File: config.mk
export PLATFORM = sky130hd
export DESIGN_NAME = ebus_diag_reader_flat
export DESIGN_NICKNAME = d
export VERILOG_FILES = /design/src/rtl/ebus_diag_reader_if.sv /design/src/rtl/ebus_diag_reader.sv /design/src/flat_wrapper.sv
export SDC_FILE = /design/constraint.sdc
export NUM_CORES = 1
export LEC_CHECK = 0
export ABC_CLOCK_PERIOD_IN_PS = 1550
export BUFFER_PORTS_ARGS = -buffer_cell sky130_fd_sc_hd__buf_2
export CAP_MARGIN = 10
export CELL_PAD_IN_SITES_DETAIL_PLACEMENT = 1
export CELL_PAD_IN_SITES_GLOBAL_PLACEMENT = 1
export CORE_ASPECT_RATIO = 0.75
export CORE_MARGIN = 10
export CORE_UTILIZATION = 33
export DETAILED_ROUTE_END_ITERATION = 10
export HOLD_SLACK_MARGIN = 0.02
export PLACE_DENSITY_LB_ADDON = 0.08
export SLEW_MARGIN = 0
export SYNTH_ARGS = -nofsm -noshare
export SYNTH_HDL_FRONTEND = slang
export SYNTH_SLANG_ARGS = --single-unit
export TNS_END_PERCENT = 5
File: constraint.sdc
create_clock -name clk_diag_h -period 1.55 [get_ports clk_diag_h]
set_input_delay 0.31 -clock clk_diag_h [delete_from_list [all_inputs] [get_ports clk_diag_h]]
set_output_delay 0.31 -clock clk_diag_h [all_outputs]
set_load 0.01 [all_outputs]
File: src/rtl/ebus_diag_reader_if.sv
// ebus_diag_reader_if: front-end diagnostic read handshake bundle.
// The master side (front end) raises fe_req_h with a select code. The slave side
// (ebus_diag_reader) returns the captured EBUS word with fe_ack_h and reports
// activity on fe_busy_h.
interface ebus_diag_reader_if;
    logic        fe_req_h;
    logic [2:0]  fe_sel_h;
    logic        fe_ack_h;
    logic [35:0] fe_data_h;
    logic        fe_busy_h;

    modport master (
        output fe_req_h,
        output fe_sel_h,
        input  fe_ack_h,
        input  fe_data_h,
        input  fe_busy_h
    );

    modport slave (
        input  fe_req_h,
        input  fe_sel_h,
        output fe_ack_h,
        output fe_data_h,
        output fe_busy_h
    );
endinterface

File: src/rtl/ebus_diag_reader.sv
// ebus_diag_reader: diagnostic-side EBUS read initiator.
// A front-end request latches the diag select code and raises the read-function
// strobe one clock later. After SETTLE_CYC clocks the reader samples the 36-bit
// EBUS word, holds the strobe for HOLD_CYC more clocks, and then returns the word
// over a four-phase req/ack handshake.
// Optional feature: define EBUS_PARITY_EN to enable a sticky odd-parity check of
// the sampled word against ebus_dp_h. Without the macro, parity_err_h is tied low.
module ebus_diag_reader #(
    parameter int SETTLE_CYC = 4,
    parameter int HOLD_CYC   = 1
) (
    input  logic              clk_diag_h,
    input  logic              diag_reset_l,
    ebus_diag_reader_if.slave fe,
    output logic              diag_read_func_12x_h,
    output logic              diag_04_a_h,
    output logic              diag_05_a_h,
    output logic              diag_06_a_h,
    input  logic [35:0]       ebus_d_h,
    input  logic              ebus_dp_h,
    output logic              parity_err_h
);

    typedef enum logic [2:0] {
        IDLE,
        SETUP,
        SETTLE,
        SAMPLE,
        HOLD,
        ACK
    } state_t;

    state_t      state;
    logic [3:0]  count;
    logic [2:0]  sel_q;
    logic        strobe_q;
    logic        ack_q;
    logic        busy_q;
    logic [35:0] data_q;
    logic        accept_now;
    logic        capture_now;

    assign accept_now  = (state == IDLE) && fe.fe_req_h;
    assign capture_now = (state == SETTLE) && (count == 4'd1);

    assign fe.fe_ack_h          = ack_q;
    assign fe.fe_data_h         = data_q;
    assign fe.fe_busy_h         = busy_q;
    assign diag_read_func_12x_h = strobe_q;
    assign diag_04_a_h          = sel_q[2];
    assign diag_05_a_h          = sel_q[1];
    assign diag_06_a_h          = sel_q[0];

    // Read sequencer: select, strobe, settle, sample, hold, then handshake the word back.
    always_ff @(posedge clk_diag_h or negedge diag_reset_l) begin
        if (!diag_reset_l) begin
            state    <= IDLE;
            count    <= 4'd0;
            sel_q    <= 3'b000;
            strobe_q <= 1'b0;
            ack_q    <= 1'b0;
            busy_q   <= 1'b0;
            data_q   <= 36'd0;
        end else begin
            case (state)
                IDLE: begin
                    if (fe.fe_req_h) begin
                        sel_q  <= fe.fe_sel_h;
                        count  <= 4'(SETTLE_CYC);
                        busy_q <= 1'b1;
                        state  <= SETUP;
                    end
                end
                SETUP: begin
                    if (!fe.fe_req_h) begin
                        state    <= IDLE;
                        strobe_q <= 1'b0;
                        sel_q    <= 3'b000;
                        busy_q   <= 1'b0;
                    end else begin
                        strobe_q <= 1'b1;
                        state    <= SETTLE;
                    end
                end
                SETTLE: begin
                    if (capture_now) begin
                        data_q <= ebus_d_h;
                    end
                    if (!fe.fe_req_h) begin
                        state    <= IDLE;
                        strobe_q <= 1'b0;
                        sel_q    <= 3'b000;
                        busy_q   <= 1'b0;
                    end else if (capture_now) begin
                        state <= SAMPLE;
                    end else begin
                        count <= count - 4'd1;
                    end
                end
                SAMPLE: begin
                    count <= 4'(HOLD_CYC);
                    if (HOLD_CYC == 0) begin
                        strobe_q <= 1'b0;
                        sel_q    <= 3'b000;
                        ack_q    <= 1'b1;
                        state    <= ACK;
                    end else begin
                        state <= HOLD;
                    end
                end
                HOLD: begin
                    if (!fe.fe_req_h) begin
                        state    <= IDLE;
                        strobe_q <= 1'b0;
                        sel_q    <= 3'b000;
                        busy_q   <= 1'b0;
                    end else if (count <= 4'd1) begin
                        strobe_q <= 1'b0;
                        sel_q    <= 3'b000;
                        ack_q    <= 1'b1;
                        state    <= ACK;
                    end else begin
                        count <= count - 4'd1;
                    end
                end
                ACK: begin
                    if (!fe.fe_req_h) begin
                        ack_q  <= 1'b0;
                        busy_q <= 1'b0;
                        state  <= IDLE;
                    end
                end
                default: begin
                    state    <= IDLE;
                    strobe_q <= 1'b0;
                    sel_q    <= 3'b000;
                    ack_q    <= 1'b0;
                    busy_q   <= 1'b0;
                end
            endcase
        end
    end

`ifdef EBUS_PARITY_EN
    logic perr_q;

    // Sticky odd-parity check of the sampled word; a newly accepted request starts clean.
    always_ff @(posedge clk_diag_h or negedge diag_reset_l) begin
        if (!diag_reset_l) begin
            perr_q <= 1'b0;
        end else if (accept_now) begin
            perr_q <= 1'b0;
        end else if (capture_now && !(^{ebus_d_h, ebus_dp_h})) begin
            perr_q <= 1'b1;
        end
    end

    assign parity_err_h = perr_q;
`else
    logic unused_dp;
    logic unused_accept;
    assign unused_dp     = ebus_dp_h;
    assign unused_accept = accept_now;
    assign parity_err_h  = 1'b0;
`endif

endmodule

File: src/flat_wrapper.sv
// flat-port wrapper written by rule: the top's interface ports become plain ports
module ebus_diag_reader_flat 
#(
    parameter int SETTLE_CYC = 4,
    parameter int HOLD_CYC   = 1
)
  (clk_diag_h, diag_reset_l, diag_read_func_12x_h, diag_04_a_h, diag_05_a_h, diag_06_a_h, ebus_d_h, ebus_dp_h, parity_err_h, fe_fe_req_h, fe_fe_sel_h, fe_fe_ack_h, fe_fe_data_h, fe_fe_busy_h);
  ebus_diag_reader_if fe_i ();
  input  logic clk_diag_h;
  input  logic diag_reset_l;
  output logic diag_read_func_12x_h;
  output logic diag_04_a_h;
  output logic diag_05_a_h;
  output logic diag_06_a_h;
  input  logic [35:0] ebus_d_h;
  input  logic ebus_dp_h;
  output logic parity_err_h;
  input wire logic [$bits(fe_i.fe_req_h)-1:0] fe_fe_req_h;
  input wire logic [$bits(fe_i.fe_sel_h)-1:0] fe_fe_sel_h;
  output wire logic [$bits(fe_i.fe_ack_h)-1:0] fe_fe_ack_h;
  output wire logic [$bits(fe_i.fe_data_h)-1:0] fe_fe_data_h;
  output wire logic [$bits(fe_i.fe_busy_h)-1:0] fe_fe_busy_h;
  assign fe_i.fe_req_h = fe_fe_req_h;
  assign fe_i.fe_sel_h = fe_fe_sel_h;
  assign fe_fe_ack_h = fe_i.fe_ack_h;
  assign fe_fe_data_h = fe_i.fe_data_h;
  assign fe_fe_busy_h = fe_i.fe_busy_h;
  ebus_diag_reader #(.SETTLE_CYC(SETTLE_CYC), .HOLD_CYC(HOLD_CYC)) u_core (.clk_diag_h(clk_diag_h), .diag_reset_l(diag_reset_l), .fe(fe_i), .diag_read_func_12x_h(diag_read_func_12x_h), .diag_04_a_h(diag_04_a_h), .diag_05_a_h(diag_05_a_h), .diag_06_a_h(diag_06_a_h), .ebus_d_h(ebus_d_h), .ebus_dp_h(ebus_dp_h), .parity_err_h(parity_err_h));
endmodule
==> impl_metrics.csv <==
group,metric,value,unit
power_and_ir_drop,power.total,5866,µW
cts,clock_latency,300,ps
cts,ctsLongestPathBuffers,2,
worst_setup_path,end_kind,"flip-flop",
layout,final_core_util,47.51,%
timing,rsz0062_at_grt,"yes",
layout,fillers,737,
global_route,grt_overflow,0,
logic_synthesis,synth_edf_count,0,
logic_synthesis,synth_area_leaders,"dfrtp_1 56%, mux2_2 17%, a21oi_1 2.3%",
logic_synthesis,synth_area,2201,µm²
layout,regArea,1227,µm²
cts,cts_buffers,5,
layout,drive_above_1_share,59.50,%
cts,cts.sinks,49,
timing,hold_violations,0,
worst_setup_path,arrival,1730,ps
cts,cts-root-buf,"clkbuf_8",
global_route,grtUsageTotal,11.37,%
layout,instances_no_fill,360,
worst_setup_path,max_stage_delay,450,ps
global_route,grt_pass1_vias,1859,
logic_synthesis,async_flop_share,100.0,%
routing,ant_nets,0,
worst_setup_path,startpoint_type,"flip-flop",
worst_hold_path,worstHoldStart,"ebus_d_h[0]",
run,max_cap_viol_count,0,
floorplan,ios,86,
logic_synthesis,synth_largest_area_cell,"dfrtp_1",
timing,setup_slack,-11.52,ps
global_route,grt_max_degree,50,
cts,tritoncts,"done",
floorplan,initial_core_util,34.49,%
timing,hold_slack,220.6,ps
routing,vias,1710,
layout,diodes,0,
logic_synthesis,ys_seq_area_share,55.71,%
worst_setup_path,critical_path.startpoint,"u_core.count[0]",
global_route,antenna_found_initial,0,
routing,drt_iter0_markers,70,
layout,fin_nets,323,
status,status,"finished, violations left",
timing,setup_viol,4,
floorplan,die_area,10370,µm²
floorplan,dieWidth,114.3,µm
placed_design,hpwl,4723,µm
worst_setup_path,required,1720,ps
power_and_ir_drop,ir_drop,0.6065,mV
timing,finClkSkew,5.893,ps
layout,syn_to_final_growth,37.75,%
worst_setup_path,path_delay_family,"compound AO/OA/AOI/OAI gates",
timing,fmax,0.6404,GHz
power_and_ir_drop,power_per_cell_area,1935,nW/µm²
worst_setup_path,path_cells,"ha_4, a311oi_4, buf_6, nand4_1, a21oi_2, a211oi_2",
power_and_ir_drop,p_leak,0.001444,µW
worst_setup_path,path_class,"reg -> reg",
placed_design,routabilityCongestion,0.7801,
worst_hold_path,hp-class,"in -> reg",
routing,viasPerCell,4.750,
floorplan,core_area,6381,µm²
routing,remaining_drc_errors,0,
layout,multi_input_area,952.2,µm²
logic_synthesis,ys.flop_type,"dfrtp_1",
timing,fin_crit_sh,100.7,%
placed_design,placed_cells,348,
placed_design,numPortBuffers,83,
worst_setup_path,r2r_start,"u_core.count[0]",
logic_synthesis,yosysWarnings,0,
floorplan,die_h,90.73,µm
routing,avgRoutedWirePerCell,16.86,µm
routing,routed_wl,6069,µm
cts,h-tree-depth,2,
routing,firstDrtPassIters,4,
floorplan,rows,25,
placed_design,postPlaceCellArea,2848,µm²
worst_setup_path,crit_buf_inv,1,
logic_synthesis,syn_area_per_cell,12.65,µm²
cts,clk_pin_slew_worst_paths,90,ps
global_route,grt_pass1_wl,9770,µm
worst_setup_path,cp_max_fo,7,
timing,report.final.slew_viol_count,0,
logic_synthesis,ys_types,42,
status,violations,"negative setup slack",
logic_synthesis,synth_top_area_share,55.71,%
timing,layout_min_cycle_time,1562,ps
logic_synthesis,ys_seq_elements,49,
worst_setup_path,cp_slowest_cell,"dfrtp_2",
logic_synthesis,synthCells,174,
layout,final_cell_area,3032,µm²
logic_synthesis,synth_nets,219,
==> per-stage QoR <==
step / worst slack [ps] / setup TNS [ps]
after floorplan: -3.304 / -3.304
after global placement: -40.62 / -131.5
after detailed placement: -63.20 / -1340
after CTS: -52.03 / -162.2
after global routing: -118.7 / -1857
final: -11.52 / -37.24
==> power breakdown <==
| group | leakage (µW) | switching, µW | internal (µW) |
|---|---|---|---|
| Sequential | 0.000575 | 341 | 1900 |
| Clock | 0.0000456 | 430 | 323 |
| Combinational | 0.000823 | 1440 | 1430 |
| Total | 0.00144 | 2210 | 3650 |
==> worst register-to-register path, delay by kind of cell (launching register included) <==
family,cells,cell delay [ps]
AOI/OAI and AO/OA,3,490
adders and majority gates,1,210
buffers and inverters,1,160
DFF,1,450
and+or+nand+nor,1,120
==> layout by cell type (no fill, tap or decap), types with 2 or more instances in the layout <==
cell,n
buf_2,83
dfrtp_1,48
mux2_2,34
buf_4,20
inv_1,8
nand2_1,8
a21oi_1,7
clkbuf_8,5
mux2i_1,4
nor3_1,4
a21oi_2,3
o211ai_1,3
o21ai_0,3
inv_2,2
nor2_2,2
nor2b_1,2
nor2_1,2
mux2_1,2
xnor2_1,2
a221o_1,2
nand4_1,2
ha_4,2
buf_12,2
==> timing repair <==
item | in CTS | in global routing
setup buffers | 1 | 2
gates resized for setup | 5 | 10
pin swaps | 1 | 5
setup endpoints to repair | 42 | 28
hold endpoints to repair | 49 | 0
hold buffers | 1 | 0
==> kinds of logic (layout without fill, tap and decap cells) <==
logic type / after synthesis / after routing / synth area share [%]
AOI/OAI and AO/OA: 29 / 29 / 9.609
adders and majority gates: 2 / 2 / 1.137
other: 1 / 1 / 0.1704
muxes: 40 / 40 / 20.24
xor gates and xnor gates: 3 / 3 / 1.194
buffers and inverters: 20 / 125 / 3.980
DFF: 49 / 49 / 55.71
and+or+nand+nor: 30 / 30 / 7.960
==> sequential cells by signal, indices dropped and copies added (netlist names) <==
register / count
u_core.fe.fe_data_h: 36
u_core.diag_read_func_12x_h: 1
u_core.sel_q: 3
u_core.state: 3
u_core.fe.fe_ack_h: 1
u_core.count: 4
u_core.fe.fe_busy_h: 1
==> path summary, 6_finish.rpt <==
kind / to / slack, ps / cells past startpoint
worst min-delay path: u_core.fe.fe_data_h[0] / 220 / 2
max in group asynchronous: u_core.count[0] / 780 / 3
min in group asynchronous: u_core.state[1] / 510 / 3
worst max register to register: u_core.count[2] / -10 / 6
worst min register to register: u_core.fe.fe_data_h[0] / 490 / 1
worst max-delay path: u_core.count[2] / -10 / 6
==> cell usage after synthesis (all sizes together), types with 2 or more instances <==
cell,number
a21oi,10
a221o,2
buf,8
clkbuf,2
dfrtp,49
ha,2
inv,10
mux2,36
mux2i,4
nand2,9
nand4,3
nor2,5
nor2b,3
nor3,4
o211ai,3
o21ai,4
xnor2,2
==> routing by layer <==
layer  vias up  global-route usage (%)  share of wire (%)
li1        816                       -                  -
met1       841                   14.77                 47
met2        51                   18.09                 47
met3         2                   3.718                5.8
met4         0                   1.875               0.16
met5         -                       0                  0
==> area by class of cell <==
cell class / instances / area share, %
Sequential cell: 49 / 40.49
Multi-Input combinational cell: 105 / 31.41
Timing Repair Buffer: 107 / 20.68
Tap cell: 81 / 3.343
Clock buffer: 6 / 2.394
Inverter: 10 / 1.238
Clock inverter: 2 / 0.4540
No activity file was read; power rests on OpenSTA's default activity.
